## config.mk

```make
export PLATFORM = sky130hd
export DESIGN_NAME = sram_test_sequencer
export DESIGN_NICKNAME = d
export VERILOG_FILES = /design/src/rtl/sram_seq_pkg.sv /design/src/rtl/sram_avm_master.sv /design/src/rtl/sram_test_sequencer.sv
export SDC_FILE = /design/constraint.sdc
export NUM_CORES = 1
export LEC_CHECK = 0
export ABC_CLOCK_PERIOD_IN_PS = 2500
export CORE_MARGIN = 8
export CORE_UTILIZATION = 40
export CTS_CLUSTER_DIAMETER = 30
export DETAILED_ROUTE_END_ITERATION = 10
export PLACE_DENSITY = 0.75
export SETUP_SLACK_MARGIN = 0.2
export SYNTH_ARGS = -nofsm -noshare
export SYNTH_HDL_FRONTEND = slang
export SYNTH_SLANG_ARGS = --single-unit
```

## constraint.sdc

```tcl
create_clock -name clk -period 2.5 [get_ports clk]
set_input_delay 0.5 -clock clk [delete_from_list [all_inputs] [get_ports clk]]
set_output_delay 0.5 -clock clk [all_outputs]
set_load 0.005 [all_outputs]
```

## src/rtl/sram_seq_pkg.sv

```systemverilog
// rtl/sram_seq_pkg.sv - register map, bit positions and FSM states for the SRAM test sequencer
package sram_seq_pkg;

    localparam logic [2:0] REG_STA_ADDR  = 3'd0;
    localparam logic [2:0] REG_AREA_CFG  = 3'd1;
    localparam logic [2:0] REG_OP_CFG    = 3'd2;
    localparam logic [2:0] REG_SEND      = 3'd3;
    localparam logic [2:0] REG_ENABLE    = 3'd4;
    localparam logic [2:0] REG_OUTP_ADDR = 3'd5;
    localparam logic [2:0] REG_OUTP_DATA = 3'd6;
    localparam logic [2:0] REG_STATUS    = 3'd7;

    localparam int OP_WRITE_BIT        = 0;
    localparam int OP_PATTERN_LSB      = 8;
    localparam int STATUS_BUSY_BIT     = 0;
    localparam int STATUS_DONE_BIT     = 1;
    localparam int STATUS_MISMATCH_BIT = 2;

    localparam logic [10:0] MAX_LEN = 11'd1024;

    typedef enum logic [3:0] {
        S_IDLE,
        S_W_ADDR,
        S_W_AREA,
        S_W_OP,
        S_W_EN,
        S_SEND_SET,
        S_SEND_CLR,
        S_SETTLE,
        S_POLL,
        S_R_FA,
        S_R_FD,
        S_FIN,
        S_ABORT,
        S_REJECT
    } seq_state_t;

endpackage

```

## src/rtl/sram_avm_master.sv

```systemverilog
// rtl/sram_avm_master.sv - single-cycle Avalon-MM access driver; bus idles to all zeros
module sram_avm_master
    import sram_seq_pkg::*;
(
    input  logic        req,
    input  logic        wr,
    input  logic [2:0]  idx,
    input  logic [31:0] wdata,
    output logic        avm_chipselect,
    output logic [2:0]  avm_address,
    output logic        avm_write,
    output logic        avm_read,
    output logic [31:0] avm_writedata,
    input  logic [31:0] avm_readdata,
    output logic [31:0] rdata,
    output logic        ack
);

    // The slave has no waitrequest, so every request completes in its own cycle.
    always_comb begin
        avm_chipselect = 1'b0;
        avm_address    = '0;
        avm_write      = 1'b0;
        avm_read       = 1'b0;
        avm_writedata  = '0;
        rdata          = '0;
        ack            = 1'b0;
        if (req) begin
            avm_chipselect = 1'b1;
            avm_address    = idx;
            avm_write      = wr;
            avm_read       = ~wr;
            avm_writedata  = wr ? wdata : 32'd0;
            rdata          = wr ? 32'd0 : avm_readdata;
            ack            = 1'b1;
        end
    end

endmodule

```

## src/rtl/sram_test_sequencer.sv

```systemverilog
// rtl/sram_test_sequencer.sv - autonomous SRAM write/readback test master for the 8-register controller
module sram_test_sequencer
    import sram_seq_pkg::*;
#(
    parameter int POLL_TIMEOUT = 65535,
    parameter int SETTLE_CYC   = 2
) (
    input  logic        clk,
    input  logic        reset_n,
    input  logic        start,
    input  logic [9:0]  cfg_sta_addr,
    input  logic [10:0] cfg_len,
    input  logic [7:0]  cfg_pattern,
    output logic        avm_chipselect,
    output logic [2:0]  avm_address,
    output logic        avm_write,
    output logic        avm_read,
    output logic [31:0] avm_writedata,
    input  logic [31:0] avm_readdata,
    output logic        busy,
    output logic        done,
    output logic        pass,
    output logic [9:0]  fail_addr,
    output logic [7:0]  fail_data,
    output logic        timeout
);

    localparam logic [16:0] SETTLE_LAST = 17'(SETTLE_CYC - 1);
    localparam logic [16:0] POLL_LAST   = 17'(POLL_TIMEOUT - 1);

    seq_state_t  state_q, state_d;
    logic [9:0]  sta_q, fa_q;
    logic [10:0] len_q;
    logic [7:0]  pat_q;
    logic        phase_q, mismatch_q;
    logic [16:0] cnt_q;

    logic        req, wr, ack;
    logic [2:0]  idx;
    logic [31:0] wdata, rdata;

    sram_avm_master u_master (
        .req            (req),
        .wr             (wr),
        .idx            (idx),
        .wdata          (wdata),
        .avm_chipselect (avm_chipselect),
        .avm_address    (avm_address),
        .avm_write      (avm_write),
        .avm_read       (avm_read),
        .avm_writedata  (avm_writedata),
        .avm_readdata   (avm_readdata),
        .rdata          (rdata),
        .ack            (ack)
    );

    always_comb begin
        state_d = state_q;
        req     = 1'b0;
        wr      = 1'b0;
        idx     = '0;
        wdata   = '0;
        case (state_q)
            S_IDLE: if (start) state_d = (cfg_len == 11'd0 || cfg_len > MAX_LEN) ? S_REJECT : S_W_ADDR;
            S_W_ADDR: begin
                req = 1'b1; wr = 1'b1; idx = REG_STA_ADDR; wdata = {22'd0, sta_q};
                state_d = S_W_AREA;
            end
            S_W_AREA: begin
                req = 1'b1; wr = 1'b1; idx = REG_AREA_CFG; wdata = {21'd0, len_q};
                state_d = S_W_OP;
            end
            S_W_OP: begin
                req = 1'b1; wr = 1'b1; idx = REG_OP_CFG;
                wdata[OP_PATTERN_LSB +: 8] = pat_q;
                wdata[OP_WRITE_BIT]        = ~phase_q;
                state_d = phase_q ? S_SEND_SET : S_W_EN;
            end
            S_W_EN: begin
                req = 1'b1; wr = 1'b1; idx = REG_ENABLE; wdata = 32'd1;
                state_d = S_SEND_SET;
            end
            S_SEND_SET: begin
                req = 1'b1; wr = 1'b1; idx = REG_SEND; wdata = 32'd1;
                state_d = S_SEND_CLR;
            end
            S_SEND_CLR: begin
                req = 1'b1; wr = 1'b1; idx = REG_SEND;
                state_d = (SETTLE_CYC == 0) ? S_POLL : S_SETTLE;
            end
            S_SETTLE: if (cnt_q >= SETTLE_LAST) state_d = S_POLL;
            S_POLL: begin
                req = 1'b1; idx = REG_STATUS;
                if (rdata[STATUS_DONE_BIT]) state_d = phase_q ? S_R_FA : S_W_OP;
                else if (cnt_q >= POLL_LAST) state_d = S_ABORT;
            end
            S_R_FA: begin
                req = 1'b1; idx = REG_OUTP_ADDR;
                state_d = S_R_FD;
            end
            S_R_FD: begin
                req = 1'b1; idx = REG_OUTP_DATA;
                state_d = S_FIN;
            end
            S_FIN, S_ABORT: begin
                req = 1'b1; wr = 1'b1; idx = REG_ENABLE;
                state_d = S_IDLE;
            end
            S_REJECT: state_d = S_IDLE;
            default:  state_d = S_IDLE;
        endcase
    end

    always_ff @(posedge clk) begin
        if (!reset_n) begin
            state_q    <= S_IDLE;
            sta_q      <= '0;
            len_q      <= '0;
            pat_q      <= '0;
            phase_q    <= 1'b0;
            mismatch_q <= 1'b0;
            cnt_q      <= '0;
            fa_q       <= '0;
            pass       <= 1'b0;
            timeout    <= 1'b0;
            fail_addr  <= '0;
            fail_data  <= '0;
        end else begin
            state_q <= state_d;
            case (state_q)
                S_IDLE: if (start) begin
                    sta_q   <= cfg_sta_addr;
                    len_q   <= cfg_len;
                    pat_q   <= cfg_pattern;
                    phase_q <= 1'b0;
                    pass    <= 1'b0;
                    timeout <= 1'b0;
                end
                S_SEND_CLR: cnt_q <= '0;
                S_SETTLE:   cnt_q <= (state_d == S_POLL) ? 17'd0 : cnt_q + 17'd1;
                S_POLL: begin
                    mismatch_q <= rdata[STATUS_MISMATCH_BIT];
                    if (cnt_q != 17'h1ffff) cnt_q <= cnt_q + 17'd1;
                    if (state_d == S_W_OP) phase_q <= 1'b1;
                    if (state_d == S_ABORT) begin
                        timeout <= 1'b1;
                        pass    <= 1'b0;
                    end
                end
                S_R_FA: if (ack) fa_q <= rdata[9:0];
                // Results become visible in the FIN cycle, alongside done.
                S_R_FD: begin
                    pass <= ~mismatch_q;
                    if (mismatch_q && ack) begin
                        fail_addr <= fa_q;
                        fail_data <= rdata[7:0];
                    end
                end
                default: ;
            endcase
        end
    end

    assign busy = (state_q != S_IDLE);
    assign done = (state_q == S_FIN) || (state_q == S_ABORT) || (state_q == S_REJECT);

    wire unused_rdata = ^rdata[31:10];

endmodule

```

Word level (Yosys, flattened, before mapping)
Cells that the tools add are included.

word-level totals
  register bits = 82
  word-level logic and storage cells = 94
  bits of input ports = 64

operators by class
  $lt $le $gt $ge = 3
  eq/ne operators = 21
  multiplexer cells = 32
  bitwise logic cells = 3
  reductions and logical operators = 22
  $add $sub $neg = 1

operator list
  operator                                                                                number
  17-bit case mux with 3 select lines                                                     1
  4-bit case mux with 11 select lines                                                     1
  17-bit 2-to-1 mux                                                                       2
  4-bit equality test (second input constant)                                             8
  32-bit 2-to-1 mux                                                                       1
  4-bit 2-to-1 mux                                                                        6
  8-bit case mux with 3 select lines                                                      1
  3-bit case mux with 7 select lines                                                      1
  10-bit 2-to-1 mux                                                                       2
  17-bit by 1-bit adder with 17-bit output (second input constant)                        1
  17-bit by 1-bit greater-or-equal comparator with 1-bit output (second input constant)   1
  17-bit by 16-bit greater-or-equal comparator with 1-bit output (second input constant)  1
  17-bit inequality test (second input constant)                                          1
  4-bit by 3-bit equality test with 1-bit output (second input constant)                  4
  16-bit 2-to-1 mux                                                                       1
  7-bit case mux with 2 select lines                                                      1
  4-bit by 2-bit equality test with 1-bit output (second input constant)                  3
  11-bit greater-than comparator (second input constant)                                  1
  11-bit logical NOT                                                                      1
  11-bit OR reduction                                                                     1
  1-bit 2-to-1 mux                                                                        10
  3-bit AND reduction                                                                     3
  2-bit inequality test (second input constant)                                           4
  2-bit AND reduction                                                                     4
  15 further kinds                                                                        22

Depth between registers and ports, before layout
Gate-level depths: netlist of the first run.

  depth after elaboration = 10
  gate-level depth with buffers = 10
  mapped depth without buffers = 8

By module
Synthesis of the first run repeated with hierarchy kept, for this count alone.

second synthesis, totals
  cell total of the unflattened synthesis = 581
  area, all modules = 4448.0 µm²

by module, submodules not included
  module               cells each  times used  area an instance (µm²)
  sram_test_sequencer  496         1           3808.7
  sram_avm_master      85          1           639.4

Worst setup path before layout of the first run
OpenSTA, ideal clock, no wires.

  kind = register to register
  start = reg cnt_q[3]
  end = reg cnt_q[3]
  setup time = 128 ps
  cell stages (with the launch flop) = 11
  period minus slack after synthesis = 1957 ps
  setup slack = 543 ps
  arrival = 1829 ps
  required time = 2372 ps
  cell sequence = dfxtp_1 > nand4_1 > nor4_1 > and2_1 > ha_1 > o21a_1 > buf_6 > buf_6 > nor2_1 > xnor2_1 > nor2_1

between the ends
  longest elaborated chain between the ends = 7
  elaborated cells on any way between the ends = 14

ends and longest elaborated chain
  item                                                            RTL line                    text
  start: declaration                                              sram_test_sequencer.sv:36   logic [16:0] cnt_q;
  start signal: assignment                                        sram_test_sequencer.sv:140  S_SETTLE: cnt_q <= (state_d == S_POLL) ? 17'd0 : cnt_q + 17'd1;
  start signal: assignment                                        sram_test_sequencer.sv:143  if (cnt_q != 17'h1ffff) cnt_q <= cnt_q + 17'd1;
  17-bit by 16-bit greater-or-equal comparator with 1-bit output  sram_test_sequencer.sv:95   else if (cnt_q >= POLL_LAST) state_d = S_ABORT;
  4-bit 2-to-1 mux                                                sram_test_sequencer.sv:95
  4-bit 2-to-1 mux                                                sram_test_sequencer.sv:94   if (rdata[STATUS_DONE_BIT]) state_d = phase_q ? S_R_FA : S_W_OP;
  4-bit case mux with 11 select lines                             sram_test_sequencer.sv:63   case (state_q)
  4-bit equality test                                             sram_test_sequencer.sv:140
  17-bit 2-to-1 mux                                               sram_test_sequencer.sv:140
  17-bit case mux with 3 select lines                             sram_test_sequencer.sv:130  case (state_q)

Several ways; a longest one is shown, not always the timed one. The select of a mux whose other input is x is not followed.
A chain may end at the register's enable or synchronous reset.

Worst setup path in the final report of the first run
  start = reg state_q[1]
  end = out avm_writedata[1]

between the ends
  longest elaborated chain between the ends = 5
  elaborated cells on any way between the ends = 18

ends and longest elaborated chain
  item                                               RTL line                    text
  start: declaration                                 sram_test_sequencer.sv:31   seq_state_t state_q, state_d;
  start signal: assignment                           sram_test_sequencer.sv:129  state_q <= state_d;
  4-bit equality test, or another cell as far along  sram_test_sequencer.sv:63
  8-bit OR reduction (no source line)                -
  1-bit 2-to-1 mux                                   sram_test_sequencer.sv:63
  16-bit 2-to-1 mux                                  sram_avm_master.sv:33       avm_writedata = wr ? wdata : 32'd0;
  32-bit 2-to-1 mux *                                sram_avm_master.sv:28       if (req) begin
  end: declaration                                   sram_test_sequencer.sv:18   output logic [31:0] avm_writedata,

Every way passes the cells marked *; elsewhere a longest branch is shown, timed or not.

==> results of run 1 <==
metrics by stage:
step,util (%),cell area (sq um),total power (uW),hold slack [ps]
2_1_floorplan,-,3960,1880,432
3_3_place_gp,50.8,4890,2180,438
3_5_place_dp,50.8,4890,2200,444
4_1_cts,53.7,5170,3210,456
5_1_grt,54.6,5260,3370,470
6_report,54.6,5260,3210,453
state kept, by name (all words and copies together) (netlist names):
name,count
timeout,1
fa_q,10
mismatch_q,1
phase_q,1
fail_data,8
pass,1
pat_q,8
cnt_q,17
sta_q,10
len_q,11
fail_addr,10
state_q,4
metal layers:
| layer | track usage [%] | wire length [microns] | vias up |
|---|---|---|---|
| met5 | 0 | 0 | - |
| met3 | 6.04 | 925 | 15 |
| li1 | - | - | 1890 |
| met1 | 18.7 | 4560 | 1746 |
| met4 | 4.64 | 108 | 0 |
| met2 | 26.1 | 4980 | 143 |
kinds of logic (layout without fill, tap and decap cells):
logic type               Yosys count  in the layout
adder cells (fa/ha/maj)            4              4
XOR/XNOR                          16             16
AO/OA/AOI/OAI                    103            103
buffers and inverters             56            140
flip-flops                        82             82
AND/OR/NAND/NOR                  246            246
other                              1             16
multiplexers                       5              5
synth_stat cells (2+ instances only):
library cell  count  area share, %
nand2_1         135             13
dfxtp_1          82             42
a21oi_1          64            8.2
nor2_1           44            4.2
clkbuf_1         27            2.6
buf_4            16            3.1
xnor2_1          15            3.4
nand3_1          12            1.5
a22oi_1           9            1.7
and3_1            8            1.3
nor4_1            7            1.1
o21ai_0           7           0.90
inv_1             6           0.58
nor2b_1           6           0.96
nor3_1            6           0.77
nand4_1           5           0.80
nor4_2            5            1.6
ha_1              4            1.3
nand2b_1          4           0.64
nor3_2            4            1.0
a21boi_1          3           0.58
and2_1            3           0.48
buf_2             3           0.38
mux2i_1           3           0.77
o21a_1            3           0.58
o21ai_1           3           0.38
o22ai_1           3           0.48
a31oi_1           2           0.32
buf_6             2           0.58
mux2_1            2           0.58
nand3b_1          2           0.38
area by class of cell:
cell class / count / area (sq um) / share of cell area, %
Sequential cell: 82 / 1660 / 31.5
Clock buffer: 11 / 141 / 2.69
Tap cell: 133 / 166 / 3.16
Clock inverter: 5 / 62.6 / 1.19
Timing Repair Buffer: 117 / 1150 / 21.9
Multi-Input combinational cell: 390 / 2060 / 39.1
Inverter: 7 / 26.3 / 0.499
worst max path at each step:
stage | startpoint | endpoint | depth (start not counted)
finish | state_q[1] | avm_writedata[1] | 5
global route | state_q[1] | avm_writedata[1] | 5
CTS | state_q[1] | avm_writedata[9] | 5
detailed placement | state_q[0] | avm_writedata[1] | 5
global placement | state_q[0] | avm_writedata[1] | 5
floorplan | cnt_q[3] | cnt_q[3] | 10
power by group:
part	switching, uW	leakage, uW	internal (uW)	total (uW)
clock network	485	0.0000962	495	980
logic	420	0.00136	375	796
registers	54.4	0.000667	1380	1440
total	960	0.00212	2250	3210
tightest hold or removal path: stages (launching register included):
cell and delay, ps:
dfxtp_1 310, nand2_1 50, a21oi_1 50
repair_timing:
action / in CTS / in global routing
buffers inserted: 7 / 4
resized for setup: 21 / 21
pin swaps: 0 / 0
gates cloned: 0 / 0
endpoints found under the setup margin: 24 / 18
==> out/metrics.yaml, run 1 <==
status: "complete, no violations"
drv_slew: 0
synth_edf_count: 0
tightest_slew_ps: 614
cts_tree: "built"
reg2reg_depth: 8
p_per_area_mw_per_mm2: 610
antenna_cells: 0
cp.buffers_inverters: 2
r2r-start: "state_q[0]"
r2r-end: "cnt_q[12]"
crit_slowest_cell: "clkdlybuf4s50_1"
fmax_mhz: 429
grtUsageTotal_pct: 15.8
dr.first_iter.drc_count: 189
clk_latency_ps: 340
layout_commonest_cell: "nand2_1"
synth.area.mux_share_pct: 1.35
yosys.area_share.adder_pct: 1.28
synth_area_sq_mm: 0.00390
fin_cells: 745
grt_pass1_wl_microns: 17000
synth-async-reset-ratio_pct: 0
relSlewSlack_pct: 59.1
synth-simple-area-share_pct: 29.1
rsz0062_at_grt: "true"
vias_per_cell: 5.09
period_share_pct: 93.2
end_kind: "output port"
syn_inst: 513
worstPathCellList: "nor2b_4 > buf_6 > a22oi_1 > nor2_1 > clkdlybuf4s50_1"
maxCapViolations: 0
routed_wl_microns: 10600
clk_pin_slew_ps: 90
cts_root_buffer: "clkbuf_8"
tns_ps: 0
die_area_sq_mm: 0.0132
synthDistinctLibCells: 49
vdd_drop_max_v: 0.000271
fill_cells: 919
post_drt_wl_per_cell_microns: 14.2
slowest_delay_ps: 540
ys_ff_latch: 82
dp_cells: 718
htreeDepth: 3
ys.warnings.count: 0
layout_setup_ws_ps: 171
row_count: 36
reg2reg_slack_ps: 230
synth-compound-area-share_pct: 15.1
critical-path-top-delay-family: "buffers and inverters"
cts_sinks: 82
cp.arrival_ps: 1830
fp.dieH_microns: 115
grt_max_degree: 37
drt_pass1_iterations: 4
num_io_pins: 124
worstHoldStart: "pat_q[1]"
coreArea_sq_mm: 0.00964
fin_worst_skew_ps: 12.2
yosysSeqAreaShare_pct: 42.1
fin_nets: 675
ys.flop_type: "dfxtp_1"
grt_pass1_vias: 3641
antenna_found_initial: 0
synth-xor-area-share_pct: 3.59
min_path_type: "flop to flop"
crit_required_ps: 2000
holdPathStages: 2
synth_top_family_by_area: "simple AND/OR/NAND/NOR gates"
numCtsBuffers: 9
drive_above_1_share_pct: 11.6
pre_cts_slack_ps: 310
die_x_microns: 115
route.vias.total: 3794
syn_area_per_cell_sq_um: 7.60
ant_nets: 0
report.final.setup_viol: 0
holdPathEnd: "pat_q[1]"
crit_fanout: 8
initial_core_util_pct: 40.5
final-hold-violation-count: 0
gp_congestion: 0.845
cts_hold_buf: 0
worstSetupPathType: "flop to output port"
dp_hpwl_microns: 7610
leakage_uw: 0.00212
clock_path_buffers: 2
overflow: 0
syn_to_final_growth_pct: 34.9
mostFrequentLayoutCells: "135 x nand2_1, 78 x dfxtp_1, 64 x a21oi_1, 63 x clkdlybuf4s50_1, 41 x nor2_1"
fin_crit_ps: 2330
start_kind: "flop"
drc: 0
port_buffers: 85
Note: power is estimated with default switching activity, not from simulation.
==> run 2: changes to the inputs <==
--- a/config.mk
+++ b/config.mk
@@ -6,10 +6,12 @@
 export NUM_CORES = 1
 export LEC_CHECK = 0
 export ABC_CLOCK_PERIOD_IN_PS = 2500
+export CAP_MARGIN = 40
 export CORE_MARGIN = 8
 export CORE_UTILIZATION = 40
 export CTS_CLUSTER_DIAMETER = 30
 export DETAILED_ROUTE_END_ITERATION = 10
+export HOLD_SLACK_MARGIN = 0.02
 export PLACE_DENSITY = 0.75
 export SETUP_SLACK_MARGIN = 0.2
 export SYNTH_ARGS = -nofsm -noshare
==> results of run 2 <==
Same layout as run 1: the final DEF is identical, and so are final timing and power.
==> run 3: changes to the inputs <==
--- a/config.mk
+++ b/config.mk
@@ -12,6 +12,7 @@
 export CTS_CLUSTER_DIAMETER = 30
 export DETAILED_ROUTE_END_ITERATION = 10
 export HOLD_SLACK_MARGIN = 0.02
+export MAX_ROUTING_LAYER = met4
 export PLACE_DENSITY = 0.75
 export SETUP_SLACK_MARGIN = 0.2
 export SYNTH_ARGS = -nofsm -noshare
==> run 3 against run 2 <==
Effect of this change: via count is 0.42% higher; clock power is 0.7% higher; first-iteration DRC count up 14%; sequential power hardly changed; die area stayed put.
==> out/metrics.yaml, run 3 (synthesis gave the netlist of run 1 again) <==
whs_ps: 454  # +1.14 ps
period_share_pct: 92.7  # -0.48 points
power.internal_uw: 2250  # about the same
start_kind: "flop"
grtUsageTotal_pct: 16.3  # +0.49 points
drv_slew: 0  # unchanged
p_total_uw: 3220  # +0.23%
post_drt_wl_per_cell_microns: 14.3  # +0.55%
p_per_area_mw_per_mm2: 612  # +0.28%
row_count: 36  # unchanged
holdPathStages: 2  # unchanged
die_x_microns: 115  # unchanged
relSlewSlack_pct: 59.3  # +0.28 points
largest-register: "cnt_q"
dp_hpwl_microns: 7610  # unchanged
overflow: 0  # unchanged
end_kind: "output port"
dr.first_iter.drc_count: 215  # +14%
clk_latency_ps: 350  # about the same
worstHoldStart: "pat_q[1]"
cts_tree: "built"
vias_per_cell: 5.11  # +0.42%
worstPathCellList: "nor2b_4 > buf_6 > a22oi_1 > nor2_1 > clkdlybuf4s50_1"
critical-path-top-delay-family: "buffers and inverters"
final-hold-violation-count: 0  # unchanged
r2r-start: "state_q[0]"
comb_power_share_pct: 24.7  # about the same
largest_reg_flops: 17  # unchanged
switchingPower_uw: 967  # +0.76%
cts_root_buffer: "clkbuf_8"
pwr-share-clk_pct: 30.6  # about the same
grt_pass1_vias: 3646  # +0.14%
clock_path_buffers: 2  # unchanged
vdd_drop_max_v: 0.000274  # +1.3%
drt_pass1_iterations: 5  # +1
clk_pin_slew_ps: 90  # about the same
coreArea_sq_mm: 0.00964  # unchanged
tightest_slew_ps: 610  # -4.21 ps
pwr-share-seq_pct: 44.6  # about the same
drc: 0  # unchanged
switching_share_pct: 30.0  # +0.16 points
gp_congestion: 0.858  # +1.6%
layout_commonest_cell: "nand2_1"
cts_sinks: 82  # unchanged
antenna_found_initial: 0  # unchanged
fin_worst_skew_ps: 13.2  # +0.981 ps
cp.arrival_ps: 1820  # about the same
crit_required_ps: 2000  # about the same
antenna_cells: 0  # unchanged
slowest_delay_ps: 530  # about the same
ant_nets: 0  # unchanged
cp.buffers_inverters: 2  # unchanged
drive_above_1_share_pct: 11.6  # unchanged
worstSetupPathType: "flop to output port"
route.vias.total: 3810  # +0.42%
maxCapViolations: 0  # unchanged
reg2reg_slack_ps: 210  # -20 ps
top_regs: "cnt_q (17), len_q (11)"
r2r-end: "cnt_q[12]"
routed_wl_microns: 10600  # +0.55%
htreeDepth: 3  # unchanged
report.final.setup_viol: 0  # unchanged
status: "complete, no violations"
fmax_mhz: 432  # +0.52%
port_buffers: 85  # unchanged
crit_slowest_cell: "clkdlybuf4s50_1"
syn_to_final_growth_pct: 34.9  # about the same
grt_pass1_wl_microns: 17000  # +0.12%
num_io_pins: 124  # unchanged
grt_max_degree: 37  # unchanged
initial_core_util_pct: 40.5  # unchanged
crit_fanout: 8  # unchanged
leakage_uw: 0.00211  # -0.86%
fill_cells: 920  # +0.11%
mostFrequentLayoutCells: "135 x nand2_1, 78 x dfxtp_1, 64 x a21oi_1, 64 x clkdlybuf4s50_1, 41 x nor2_1"
holdPathEnd: "pat_q[1]"
fin_crit_ps: 2320  # -12.0 ps
die_area_sq_mm: 0.0132  # unchanged
reg2reg_depth: 8  # unchanged
fp.dieH_microns: 115  # unchanged
min_path_type: "flop to flop"
numCtsBuffers: 9  # unchanged
rsz0062_at_grt: "true"
fin_nets: 675  # unchanged
tns_ps: 0  # unchanged
## run 3: changes by cell type in the layout (fill, tap and decap cells not counted), sizes merged
cell,change
clkdlybuf4s50,+1
dlymetal6s2s,-1
## run 3: area by class of cell
class / count / area [sq um] / area share (%)
well taps: 133 / 166 / 3.16
repair buffers: 117 / 1150 / 21.9
clock buffers: 11 / 141 / 2.69
clock inverters: 5 / 62.6 / 1.19
flip-flops and latches: 82 / 1660 / 31.5
multi-input cells: 390 / 2060 / 39.1
inverters: 7 / 26.3 / 0.499
## run 3: how the worst max path moves through the flow
| stage | start | endpoint | slack (ps) | cells after the start |
|---|---|---|---|---|
| final | state_q[1] | avm_writedata[1] | 180 | 5 |
| after global routing | state_q[0] | avm_writedata[2] | 70 | 5 |
| after global placement | state_q[0] | avm_writedata[1] | 330 | 5 |
| after CTS | state_q[1] | avm_writedata[9] | 110 | 5 |
| after floorplan | cnt_q[3] | cnt_q[3] | 540 | 10 |
| after detailed placement | state_q[0] | avm_writedata[1] | 310 | 5 |
## run 3: power by group through the flow
stage,combinational (uW),sequential [uW],clock [uW]
6_report,796,1440,987
4_1_cts,765,1440,1000
3_5_place_dp,732,1470,0
3_3_place_gp,719,1470,0
2_1_floorplan,445,1440,0
5_1_grt,869,1450,1060
## run 3: per-layer routing
layer	wire length [microns]	global-route usage (%)	vias to the layer above
met5	0	-	-
met4	98	4.64	0
met3	786	4.94	13
met2	5020	26.0	149
met1	4730	19.5	1766
li1	-	-	1882
## run 3: worst reg2reg max path, stage by stage, from the launching register on
cell and delay, ps:
dfxtp_4 370, buf_4 160, buf_4 140, or4b_4 570, o21a_1 220, buf_12 160, nor4_2 340, xnor2_1 160
nor2_1 50
## run 3: what timing repair did
item | CTS | global route
gates cloned | 0 | 0
endpoints found under the setup margin | 24 | 18
buffers inserted | 7 | 4
resized for setup | 21 | 20
pin swaps | 0 | 0
hold buffers | 0 | 0
## run 3: metrics by stage
step | cell area, sq um | util (%) | cells | setup WS (ps)
after floorplan | 3960 | - | 528 | 543
after global placement | 4890 | 50.8 | 718 | 327
after detailed placement | 4890 | 50.8 | 718 | 310
after CTS | 5170 | 53.7 | 741 | 113
after global routing | 5260 | 54.6 | 745 | 72.6
final | 5260 | 54.6 | 745 | 183
